**config.mk**
```make
export PLATFORM = sky130hd
export DESIGN_NAME = bop_round_judge
export DESIGN_NICKNAME = d
export VERILOG_FILES = /design/src/rtl/bop_round_judge.sv
export SDC_FILE = /design/constraint.sdc
export NUM_CORES = 1
export LEC_CHECK = 0
export ABC_AREA = 1
export CORE_MARGIN = 3
export CORE_UTILIZATION = 55
export CTS_CLUSTER_DIAMETER = 150
export DETAILED_ROUTE_END_ITERATION = 8
export PLACE_DENSITY = 0.89
export SLEW_MARGIN = 20
export SYNTH_ARGS = -nofsm -noshare
export SYNTH_HDL_FRONTEND = slang
export SYNTH_SLANG_ARGS = --single-unit
```
**constraint.sdc**
```tcl
create_clock -name clk -period 2.15 [get_ports clk]
set_clock_uncertainty 0.2 [all_clocks]
set_input_delay 0.645 -clock clk [delete_from_list [all_inputs] [get_ports clk]]
set_output_delay 0.645 -clock clk [all_outputs]
set_load 0.05 [all_outputs]
```
**src/rtl/bop_round_judge.sv**
```systemverilog
// Per-command reaction judge: accepts a command, watches the key lines for one response window,
// and reports hit/miss/timeout while keeping a saturating per-game score.
module bop_round_judge #(
  parameter int unsigned NUM_INPUTS = 3,
  parameter int unsigned CMD_W      = 2,
  parameter int unsigned WINDOW_W   = 26,
  parameter int unsigned SCORE_W    = 8,
  parameter int unsigned STRICT     = 1
) (
  input  logic                  clk,
  input  logic                  reset,
  input  logic                  start,
  input  logic [NUM_INPUTS-1:0] keys,
  input  logic                  cmd_valid,
  input  logic [CMD_W-1:0]      cmd,
  input  logic [WINDOW_W-1:0]   window_len,
  output logic                  ready,
  output logic                  hit,
  output logic                  miss,
  output logic                  timeout,
  output logic                  cmd_err,
  output logic                  game_over,
  output logic [SCORE_W-1:0]    score,
  output logic [2:0]            state
);

  localparam logic [2:0] StIdle    = 3'd0;
  localparam logic [2:0] StWait    = 3'd1;
  localparam logic [2:0] StRound   = 3'd2;
  localparam logic [2:0] StRelease = 3'd3;
  localparam logic [2:0] StOver    = 3'd4;

  logic [2:0]            state_q, state_d;
  logic                  ready_q, ready_d;
  logic                  hit_q, hit_d;
  logic                  miss_q, miss_d;
  logic                  timeout_q, timeout_d;
  logic                  cmd_err_q, cmd_err_d;
  logic                  game_over_q, game_over_d;
  logic [SCORE_W-1:0]    score_q, score_d;
  logic [WINDOW_W-1:0]   timer_q, timer_d;
  logic [CMD_W-1:0]      cmd_q, cmd_d;
  logic                  start_q;
  logic [NUM_INPUTS-1:0] keys_q;

  logic [NUM_INPUTS-1:0] press;
  logic [NUM_INPUTS-1:0] cmd_oh;
  logic                  cmd_ok;
  logic                  keys_clear;
  logic                  good_press;

  assign press      = keys & ~keys_q;
  assign cmd_oh     = NUM_INPUTS'(1) << cmd_q;
  assign cmd_ok     = 32'(cmd) < NUM_INPUTS;
  assign keys_clear = (keys == '0);
  // Strict mode also rejects a correct press while any other key is still held.
  assign good_press = (press != '0) && (press == cmd_oh) && ((STRICT == 0) || (keys == cmd_oh));

  always_comb begin
    state_d   = state_q;
    ready_d   = 1'b0;
    hit_d     = 1'b0;
    miss_d    = 1'b0;
    timeout_d = 1'b0;
    cmd_err_d = 1'b0;
    score_d   = score_q;
    timer_d   = timer_q;
    cmd_d     = cmd_q;
    case (state_q)
      StIdle: begin
        if (start && !start_q) begin
          state_d = StWait;
          score_d = '0;
        end
      end
      StWait: begin
        ready_d = keys_clear;
        if (!start) begin
          state_d = StIdle;
          ready_d = 1'b0;
        end else if (cmd_valid && ready_q) begin
          if (cmd_ok) begin
            state_d = StRound;
            ready_d = 1'b0;
            cmd_d   = cmd;
            timer_d = (window_len == '0) ? WINDOW_W'(1) : window_len;
          end else begin
            cmd_err_d = 1'b1;
          end
        end
      end
      StRound: begin
        if (!start) begin
          state_d = StIdle;
        end else if (good_press) begin
          hit_d   = 1'b1;
          score_d = (score_q == '1) ? score_q : score_q + SCORE_W'(1);
          state_d = StRelease;
        end else if (press != '0) begin
          miss_d  = 1'b1;
          state_d = StOver;
        end else if (timer_q == WINDOW_W'(1)) begin
          timeout_d = 1'b1;
          state_d   = StOver;
        end else begin
          timer_d = timer_q - WINDOW_W'(1);
        end
      end
      StRelease: begin
        if (!start) begin
          state_d = StIdle;
        end else if (keys_clear) begin
          state_d = StWait;
        end
      end
      StOver: begin
        if (!start) begin
          state_d = StIdle;
        end
      end
      default: state_d = StIdle;
    endcase
    game_over_d = (state_d == StOver);
  end

  always_ff @(posedge clk) begin
    if (reset) begin
      state_q     <= StIdle;
      ready_q     <= 1'b0;
      hit_q       <= 1'b0;
      miss_q      <= 1'b0;
      timeout_q   <= 1'b0;
      cmd_err_q   <= 1'b0;
      game_over_q <= 1'b0;
      score_q     <= '0;
      timer_q     <= '0;
      cmd_q       <= '0;
      // Levels held through reset must not look like fresh edges afterwards.
      start_q     <= 1'b1;
      keys_q      <= '1;
    end else begin
      state_q     <= state_d;
      ready_q     <= ready_d;
      hit_q       <= hit_d;
      miss_q      <= miss_d;
      timeout_q   <= timeout_d;
      cmd_err_q   <= cmd_err_d;
      game_over_q <= game_over_d;
      score_q     <= score_d;
      timer_q     <= timer_d;
      cmd_q       <= cmd_d;
      start_q     <= start;
      keys_q      <= keys;
    end
  end

  assign ready     = ready_q;
  assign hit       = hit_q;
  assign miss      = miss_q;
  assign timeout   = timeout_q;
  assign cmd_err   = cmd_err_q;
  assign game_over = game_over_q;
  assign score     = score_q;
  assign state     = state_q;

endmodule

```
==> impl_metrics.py <==
metrics = {
    "power_and_ir_drop": {
        "power_leakage_nw": 2.03,
        "ir_worst_vdd_v": 0.000402,
        "power_per_cell_area_nw_per_um2": 456,
        "power_mw": 2.08,
    },
    "sta": {
        "finalHoldViolations": 0,
        "finalMaxSlewViolations": 0,
        "period_needed_ns": 2.10,
        "fin_crit_sh_pct": 97.9,
        "worst_slew_pin_slew_ns": 0.526,
        "hold_slack_ns": 0.293,
        "setup_viol": 0,
        "tns_ns": 0,
        "max_freq_ghz": 0.475,
        "slew_headroom_pct": 64.9,
    },
    "worst_setup_path": {
        "r2r_cells": 11,
        "startpoint": "keys[0]",
        "r2r_setup_slack_ns": 0.14,
        "worstReg2RegStart": "state[2]$_SDFF_PP0_",
        "cp-end-kind": "flop",
        "cp-endpoint": "timer_q[0]$_SDFFE_PP0P_",
        "worstPathMaxFanout": 9,
        "rr_endpoint": "score[0]$_SDFFE_PP0P_",
        "crit_type": "in2reg",
        "critPathLaunchType": "primary input",
        "cp.required_ns": 2.17,
        "critPathArrivalTime_ns": 2.12,
    },
    "yosys": {
        "synth_cell_types": 31,
        "avgSynthCellArea_sq_um": 5.93,
        "synth_edf_count": 0,
        "synth_top_area_cell": "dfxtp_1",
        "synth_warnings": 0,
        "syn_area_sq_um": 3350,
        "ys_ff_latch": 49,
        "synth_top_area_share_pct": 29.3,
        "synth.area.top_cells": "dfxtp_1, nand2_1, nor2_1, nand3_1, inv_1",
        "synth_seq_area_share_pct": 29.3,
        "synthTopCellsByCount": "nand2_1, nor2_1, nand3_1, inv_1, dfxtp_1",
        "synth_top_flop_cell": "dfxtp_1",
        "synthesis.nets": 603,
        "async_reset_ff_share_pct": 0,
        "netlist_instances": 565,
        "synth_most_common_cell": "nand2_1",
    },
    "placed_design": {
        "gp_congestion": 0.938,
        "numPortBuffers": 51,
        "detailed_place_hpwl_microns": 7980,
        "dp.cells": 714,
    },
    "hold_path": {
        "hp-start": "timer_q[25]$_SDFFE_PP0P_",
        "hold_path_class": "reg2reg",
    },
    "routing": {
        "num_vias": 4185,
        "drc": 0,
        "ant_nets": 0,
        "routed_via_density": 5.74,
        "detail_route.wl_per_cell_microns": 15.8,
        "drt-total-wl_microns": 11500,
        "drtIter0Drc": 410,
        "dr.pass1.iters": 5,
    },
    "floorplanning": {
        "die_y_microns": 84.0,
        "core-area_sq_um": 5710,
        "die_area_sq_um": 7060,
        "ios": 52,
        "rows": 27,
        "start_util_pct": 58.6,
        "fp.dieW_microns": 84.0,
    },
    "finish": {
        "area_growth_pct": 36.5,
        "layoutNonFillerInstCount": 729,
        "finalNetCount": 695,
        "fillCellCount": 415,
        "drive_gt1_share_pct": 17.8,
        "post-route-util_pct": 80.1,
        "diodes": 0,
    },
    "global_route": {
        "grt_overflow_total": 0,
        "grt_usage_pct": 31.3,
        "antenna_found_initial": 0,
        "use_met2_pct": 51.4,
        "grt_pass1_wl_microns": 18500,
        "grt_use_met1_pct": 43.9,
        "grt_max_degree": 29,
        "grt_pass1_vias": 3818,
        "use_met3_pct": 4.05,
        "busiest_layer": "met2",
    },
    "clock_network": {
        "cts_tree": "done",
        "cts.sinks": 49,
        "clk_pin_slew_ns": 0.10,
        "cts_max_path_buffers": 2,
        "hold_buffers": 0,
        "cts_buffers": 5,
        "htree_levels": 2,
        "root_buffer": "clkbuf_8",
        "clock_latency_ns": 0.31,
    },
    "outcome": {
        "status": "complete, no violations",
    },
    "run": {
        "cap_viol_max_count": 0,
    },
}
-- flip-flops by register name, indices dropped and copies added, names as in the netlist, 2 cells and up --
signal	cells
keys_q	3
score	8
cmd_q	2
timer_q	26
state	3
-- final cells by class --
cell class                      instances  area, sq um  share of cell area, %
Inverter                               60          230                   5.04
Multi-Input combinational cell        440         2130                   46.6
Clock buffer                            5         68.8                   1.51
Clock inverter                          2         35.0                  0.766
Sequential cell                        49          982                   21.5
Timing Repair Buffer                  101         1030                   22.6
Tap cell                               72         90.1                   1.97
-- power breakdown --
group          total, mW  switching, mW  leakage, nW  internal [mW]
combinational      0.474          0.274         1.58          0.200
clock              0.672          0.333       0.0540          0.339
sequential         0.936         0.0156        0.397          0.921
-- metal layers --
layer  up-vias  routed length [microns]  share of wire, %
li1       2003                        -                 -
met4         0                      158               1.4
met2       249                     5400                47
met5         -                        0                 0
met3        29                     1050               9.1
met1      1904                     4930                43
-- worst min-delay path by stage --
stage | end | cells after the start | slack [ns]
detailed placement | timer_q[25]$_SDFFE_PP0P_ | 2 | 0.28
global route | timer_q[25]$_SDFFE_PP0P_ | 2 | 0.33
finish | timer_q[25]$_SDFFE_PP0P_ | 2 | 0.29
floorplan | timer_q[25]$_SDFFE_PP0P_ | 2 | 0.26
global placement | timer_q[25]$_SDFFE_PP0P_ | 2 | 0.27
CTS | timer_q[25]$_SDFFE_PP0P_ | 2 | 0.29
-- kinds of logic (layout without fill, tap and decap cells) --
kind of cell | count (synthesis) | count (layout) | share of synthesized area (%)
adders and majority gates | 3 | 3 | 1.12
DFF | 49 | 49 | 29.3
and+or+nand+nor | 371 | 371 | 48.9
buffers and inverters | 76 | 168 | 9.57
AOI/OAI and AO/OA | 59 | 59 | 9.27
xor gates and xnor gates | 7 | 7 | 1.83
-- stage by stage --
| stage | area [sq um] | setup slack (ns) |
|---|---|---|
| 5_1_grt | 4570 | -0.0603 |
| 4_1_cts | 4450 | 0.00330 |
| 6_report | 4570 | 0.0455 |
| 3_3_place_gp | 4280 | -0.390 |
| 2_1_floorplan | 3350 | 0.0867 |
| 3_5_place_dp | 4280 | -0.563 |
-- repair_timing --
action	CTS	global route
pin swaps	5	6
endpoints found under the setup margin	38	29
gates cloned	0	2
setup buffers	3	3
gates resized for setup	17	15
-- worst max-delay path: stages --
cell and delay, ns:
dlygate4sd2_1 0.27, inv_1 0.12, nor2_4 0.06, nand3_1 0.11, nand2_2 0.12, nand4_4 0.14, nand2_2 0.09, nor2_4 0.20
clkbuf_16 0.20, nand2_1 0.05, nand2_1 0.05, nor2_1 0.04
-- placed cells by master (no fill, tap or decap), types with 2 or more instances in the layout --
cell / count
a21oi_1: 31
a21oi_2: 3
buf_12: 12
buf_4: 53
clkbuf_16: 2
clkbuf_8: 5
clkdlybuf4s50_1: 27
clkinv_2: 2
dfxtp_1: 48
dlygate4sd2_1: 3
dlymetal6s2s_1: 4
ha_1: 3
inv_1: 53
inv_2: 5
nand2_1: 171
nand2_2: 7
nand3_1: 57
nand3_2: 4
nand3_4: 2
nand3b_1: 2
nand4_1: 20
nor2_1: 80
nor2_2: 7
nor2_4: 8
nor3_1: 9
o21ai_0: 19
o22ai_1: 2
xnor2_1: 2
xor2_1: 5
Power figures use the tool's default switching activity.
==> edit 1: new RTL, same flow settings <==
The parameter `SCORE_W` goes from 8 to 9.
--- a/src/rtl/bop_round_judge.sv
+++ b/src/rtl/bop_round_judge.sv
@@ -6,3 +6,3 @@
   parameter int unsigned WINDOW_W   = 26,
-  parameter int unsigned SCORE_W    = 8,
+  parameter int unsigned SCORE_W    = 9,
   parameter int unsigned STRICT     = 1
Ports: changed (resized score); port bits go from 52 to 53. The function was not compared with the original's and may differ.
==> edit 1 against the unedited design <==
First-iteration DRC count grew 9.8%; synthesized area grew 2.4%; power shrank 0.38%; setup slack gained 0.0027 ns; critical path type unchanged; cell area grew 3.1%; routed wire length grew 1.7%; via count grew 4.7%; non-clock buffer count grew 3; critical path depth shrank 1; sequential cell count grew 1; highest routed layer unchanged.
==> edit 1: results <==
{
  "status": "complete, no violations",
  "post_cts_buffers": 2,
  "power_frac_clock": 0.343,
  "min_to": "timer_q[1]",
  "fin_hold_ws_ns": 0.2987,
  "vias_per_cell": 5.875,
  "io_buffer_count": 52,
  "wl_met3_um": 1208,
  "rr_startpoint": "timer_q[0]",
  "grt_pass1_wl_um": 18760,
  "reg2reg_to": "timer_q[10]",
  "critPathMaxStageDelay_ns": 0.42,
  "dpl_cell_area_mm2": 0.004318,
  "cp_max_fo": 2,
  "synth_fp_nets": 610,
  "dp_slack_ns": -0.7350,
  "r2r_setup_slack_ns": 0.07,
  "use_met3": 0.05049,
  "met2_length_um": 5512,
  "multi_input_area_mm2": 0.002267,
  "ir_drop_mv": 0.3434,
  "leakage_nw": 2.135,
  "grtUsageMet1": 0.4063,
  "post_drt_wl_per_cell_um": 15.74,
  "track_usage": 0.3167,
  "grt_max_degree": 30,
  "fillers": 440,
  "worst_pin_slew_ns": 0.4678,
  "synth.yosys.seq_area_share": 0.2919,
  "pg_comb_mw": 0.416,
  "nets": 709,
  "cts_resized": 20,
  "critPathArrivalTime_ns": 2.15,
  "drive_gt1_frac": 0.2176,
  "p_int_mw": 1.468,
  "yosys-top-cells-count": "174 x nand2_1, 86 x nor2_1, 57 x inv_1",
  "place.gp.congestion": 0.9394
}
edit 1: cell count changes after synthesis, moves of 3 or more:
cell,before,now
a21oi_2,0,10
xor2_1,5,1
nand3_1,58,55
o21ai_0,19,16
edit 1: final cells by class:
cell class              count  share of cell area
clock buffers               5             0.01460
clock inverters             3             0.01009
inverters                  61             0.05017
multi-input cells         448              0.4810
flip-flops and latches     50              0.2140
well taps                  75             0.01991
repair buffers            104              0.2102
edit 1: cells by family (layout without fill, tap and decap cells):
family | count (synthesis) | after routing | share of synthesized area
buffers and inverters | 78 | 173 | 0.09632
flip-flops | 50 | 50 | 0.2919
adder cells (fa/ha/maj) | 4 | 4 | 0.01459
XOR/XNOR | 3 | 3 | 0.007663
AND/OR/NAND/NOR | 372 | 377 | 0.4819
AO/OA/AOI/OAI | 64 | 64 | 0.1076
edit 1: worst register-to-register path, delay by kind of cell, from the launching register on:
kind / cells / cell delay, ns
DFF: 1 / 0.36
adders and majority gates: 1 / 0.20
AOI/OAI and AO/OA: 3 / 0.33
buffers and inverters: 1 / 0.11
and+or+nand+nor: 6 / 0.81
edit 1: worst max-delay path by stage:
stage	from	endpoint	slack [ns]	cells after the start
6_report	window_len[6]	timer_q[0]	0.05	11
3_3_place_gp	keys[2]	timer_q[17]	-0.64	10
2_1_floorplan	score[5]	score[6]	0.06	9
3_5_place_dp	keys[2]	timer_q[6]	-0.74	9
5_1_grt	timer_q[0]	timer_q[10]	-0.03	11
4_1_cts	keys[2]	timer_q[22]	-0.02	11
edit 1: stage by stage:
step	power, mW	cells	setup TNS (ns)
after floorplan	1.176	571	0
after global placement	1.330	728	-18.39
after detailed placement	1.342	728	-21.79
after CTS	2.054	743	-0.07180
after global routing	2.152	746	-0.04683
final	2.075	746	0
==> edit 2: new RTL, config.mk and constraints unchanged <==
Without the edit above. Add an input register stage for `keys`, without a reset; this delays it by one clock. The other inputs are not delayed to match.
--- a/src/rtl/bop_round_judge.sv
+++ b/src/rtl/bop_round_judge.sv
@@ -32,2 +32,8 @@
 
+  logic [NUM_INPUTS-1:0] keys_r;
+
+  always_ff @(posedge clk) begin
+    keys_r <= keys;
+  end
+
   logic [2:0]            state_q, state_d;
@@ -51,8 +57,8 @@
 
-  assign press      = keys & ~keys_q;
+  assign press      = keys_r & ~keys_q;
   assign cmd_oh     = NUM_INPUTS'(1) << cmd_q;
   assign cmd_ok     = 32'(cmd) < NUM_INPUTS;
-  assign keys_clear = (keys == '0);
+  assign keys_clear = (keys_r == '0);
   // Strict mode also rejects a correct press while any other key is still held.
-  assign good_press = (press != '0) && (press == cmd_oh) && ((STRICT == 0) || (keys == cmd_oh));
+  assign good_press = (press != '0) && (press == cmd_oh) && ((STRICT == 0) || (keys_r == cmd_oh));
 
@@ -152,3 +158,3 @@
       start_q     <= start;
-      keys_q      <= keys;
+      keys_q      <= keys_r;
     end
Function: changed (a bounded check fails within 4 cycles, from zero or initial values and one cycle with reset high).
==> edit 2 against the unedited design <==
Synthesized area up 1.9%; register-to-register slack improved by 0.03 ns; combinational power shrank 19%; cell area down 1.7%; sequential power up 6.0%; routed wire length down 17%; setup slack better by 0.13 ns; power rose by 4.6%; via count down 6.1%; first-iteration DRC count down 19%; sequential cell count rose by 3; largest power group unchanged; highest routed layer unchanged.
==> edit 2: results <==
{
  "status": "complete, no violations",
  "n_antenna_cell": 0,
  "ir_drop_mv": 0.3150,
  "netlist-cell-type-count": 35,
  "antenna_found_initial": 0,
  "drtIter0Drc": 333,
  "rr_startpoint": "timer_q[1]",
  "yosys-top-cells-area": "dfxtp_1 31%, nand2_1 19%, nor2_1 10%",
  "min_path_type": "register to register",
  "critPathArrivalTime_ns": 2.00,
  "cp_max_fo": 5,
  "synth.yosys.seq_area_share": 0.3052,
  "grt_max_degree": 21,
  "grt_pass1_vias": 3618,
  "post_drt_wl_per_cell_um": 13.48,
  "async_flop_share": 0,
  "io_buffer_count": 51,
  "clkTransAtPathRegs_ns": 0.10,
  "drive_gt1_frac": 0.1682,
  "htree_levels": 2,
  "holdCritStartpoint": "keys_r[0]",
  "place.gp.congestion": 0.8991,
  "yosys-top-cells-count": "175 x nand2_1, 93 x nor2_1, 56 x nand3_1",
  "synth_fp_nets": 599,
  "largest_register": "timer_q",
  "leakage_nw": 2.061,
  "syn_area_per_cell_um2": 6.080,
  "fin_cells": 711,
  "drt_pre_antenna_iters": 5,
  "yosys_warnings": 0,
  "grt_pass1_wl_um": 15300,
  "placedCellCount": 699,
  "track_usage": 0.2526,
  "worstSetupStartpoint": "timer_q[1]",
  "place_hpwl_um": 6813,
  "vias_per_cell": 5.529,
  "worst_pin_slew_ns": 0.4803,
  "nets": 674
}
[edit 2: final cells by class]
cell class                 instances  area, um^2
timing repair buffer              83       914.6
clock inverter                     2       60.06
inverter                          58       217.7
multi-input combinational        436        2100
tap                               75       93.84
fill                             471        1460
sequential                        52        1041
clock buffer                       5       68.82
[edit 2: kinds of logic (layout without fill, tap and decap cells)]
kind of cell	after synthesis	count (layout)	share of synthesized area
xor+xnor	5	5	0.01284
simple gates	374	374	0.4813
compound gates	54	54	0.1002
fa+ha+maj	3	3	0.01101
flops	52	52	0.3052
buf+inv	73	148	0.08951
[edit 2: layer usage]
| layer | vias to the layer above | global-route usage | wire length (um) |
|---|---|---|---|
| li1 | 1937 | - | - |
| met1 | 1763 | 0.2951 | 3752 |
| met2 | 204 | 0.4598 | 4832 |
| met3 | 27 | 0.04318 | 774 |
| met4 | 0 | 0.09065 | 221 |
| met5 | - | 0 | 0 |
[edit 2: repair_timing]
action / in CTS / in global routing
setup buffers: 0 / 2
resized for setup: 0 / 15
setup endpoints to repair: 0 / 29
hold buffers: 0 / 0
[edit 2: worst paths after layout]
kind / to / slack [ns] / cells past startpoint
hold / removal: keys_q[0] / 0.30 / 2
hold reg to reg: keys_q[0] / 0.30 / 2
setup / recovery: timer_q[12] / 0.17 / 13
setup reg to reg: timer_q[12] / 0.17 / 13
[edit 2: worst max-delay path, stage by stage, from the launching register on]
cell and delay (ns):
dfxtp_1 0.37, inv_1 0.07, ha_1 0.19, inv_1 0.05
nor2_1 0.03, nand3_1 0.08, nor2_2 0.05, nand3_2 0.11
a21oi_2 0.08, nor2_4 0.28, clkbuf_16 0.21, nand2_1 0.06
nand2_1 0.06, nor2_1 0.04
[edit 2: report_power, final]
| part | internal, mW | switching [mW] | leakage [nW] |
|---|---|---|---|
| clock network | 0.458 | 0.342 | 0.0642 |
| registers | 0.978 | 0.0138 | 0.422 |
| logic | 0.168 | 0.218 | 1.57 |
[edit 2: per-stage QoR]
| stage | hold slack, ns | utilization | area, um^2 | setup slack (ns) |
|---|---|---|---|---|
| finish | 0.3018 | 0.7548 | 4496 | 0.1750 |
| global route | 0.3203 | 0.7548 | 4496 | 0.003895 |
| CTS | 0.2999 | 0.7332 | 4367 | 0.06772 |
| detailed placement | 0.2769 | 0.7116 | 4238 | -0.2353 |
| global placement | 0.2657 | 0.7116 | 4238 | -0.1974 |
| floorplan | 0.2455 | - | 3411 | 0.01108 |
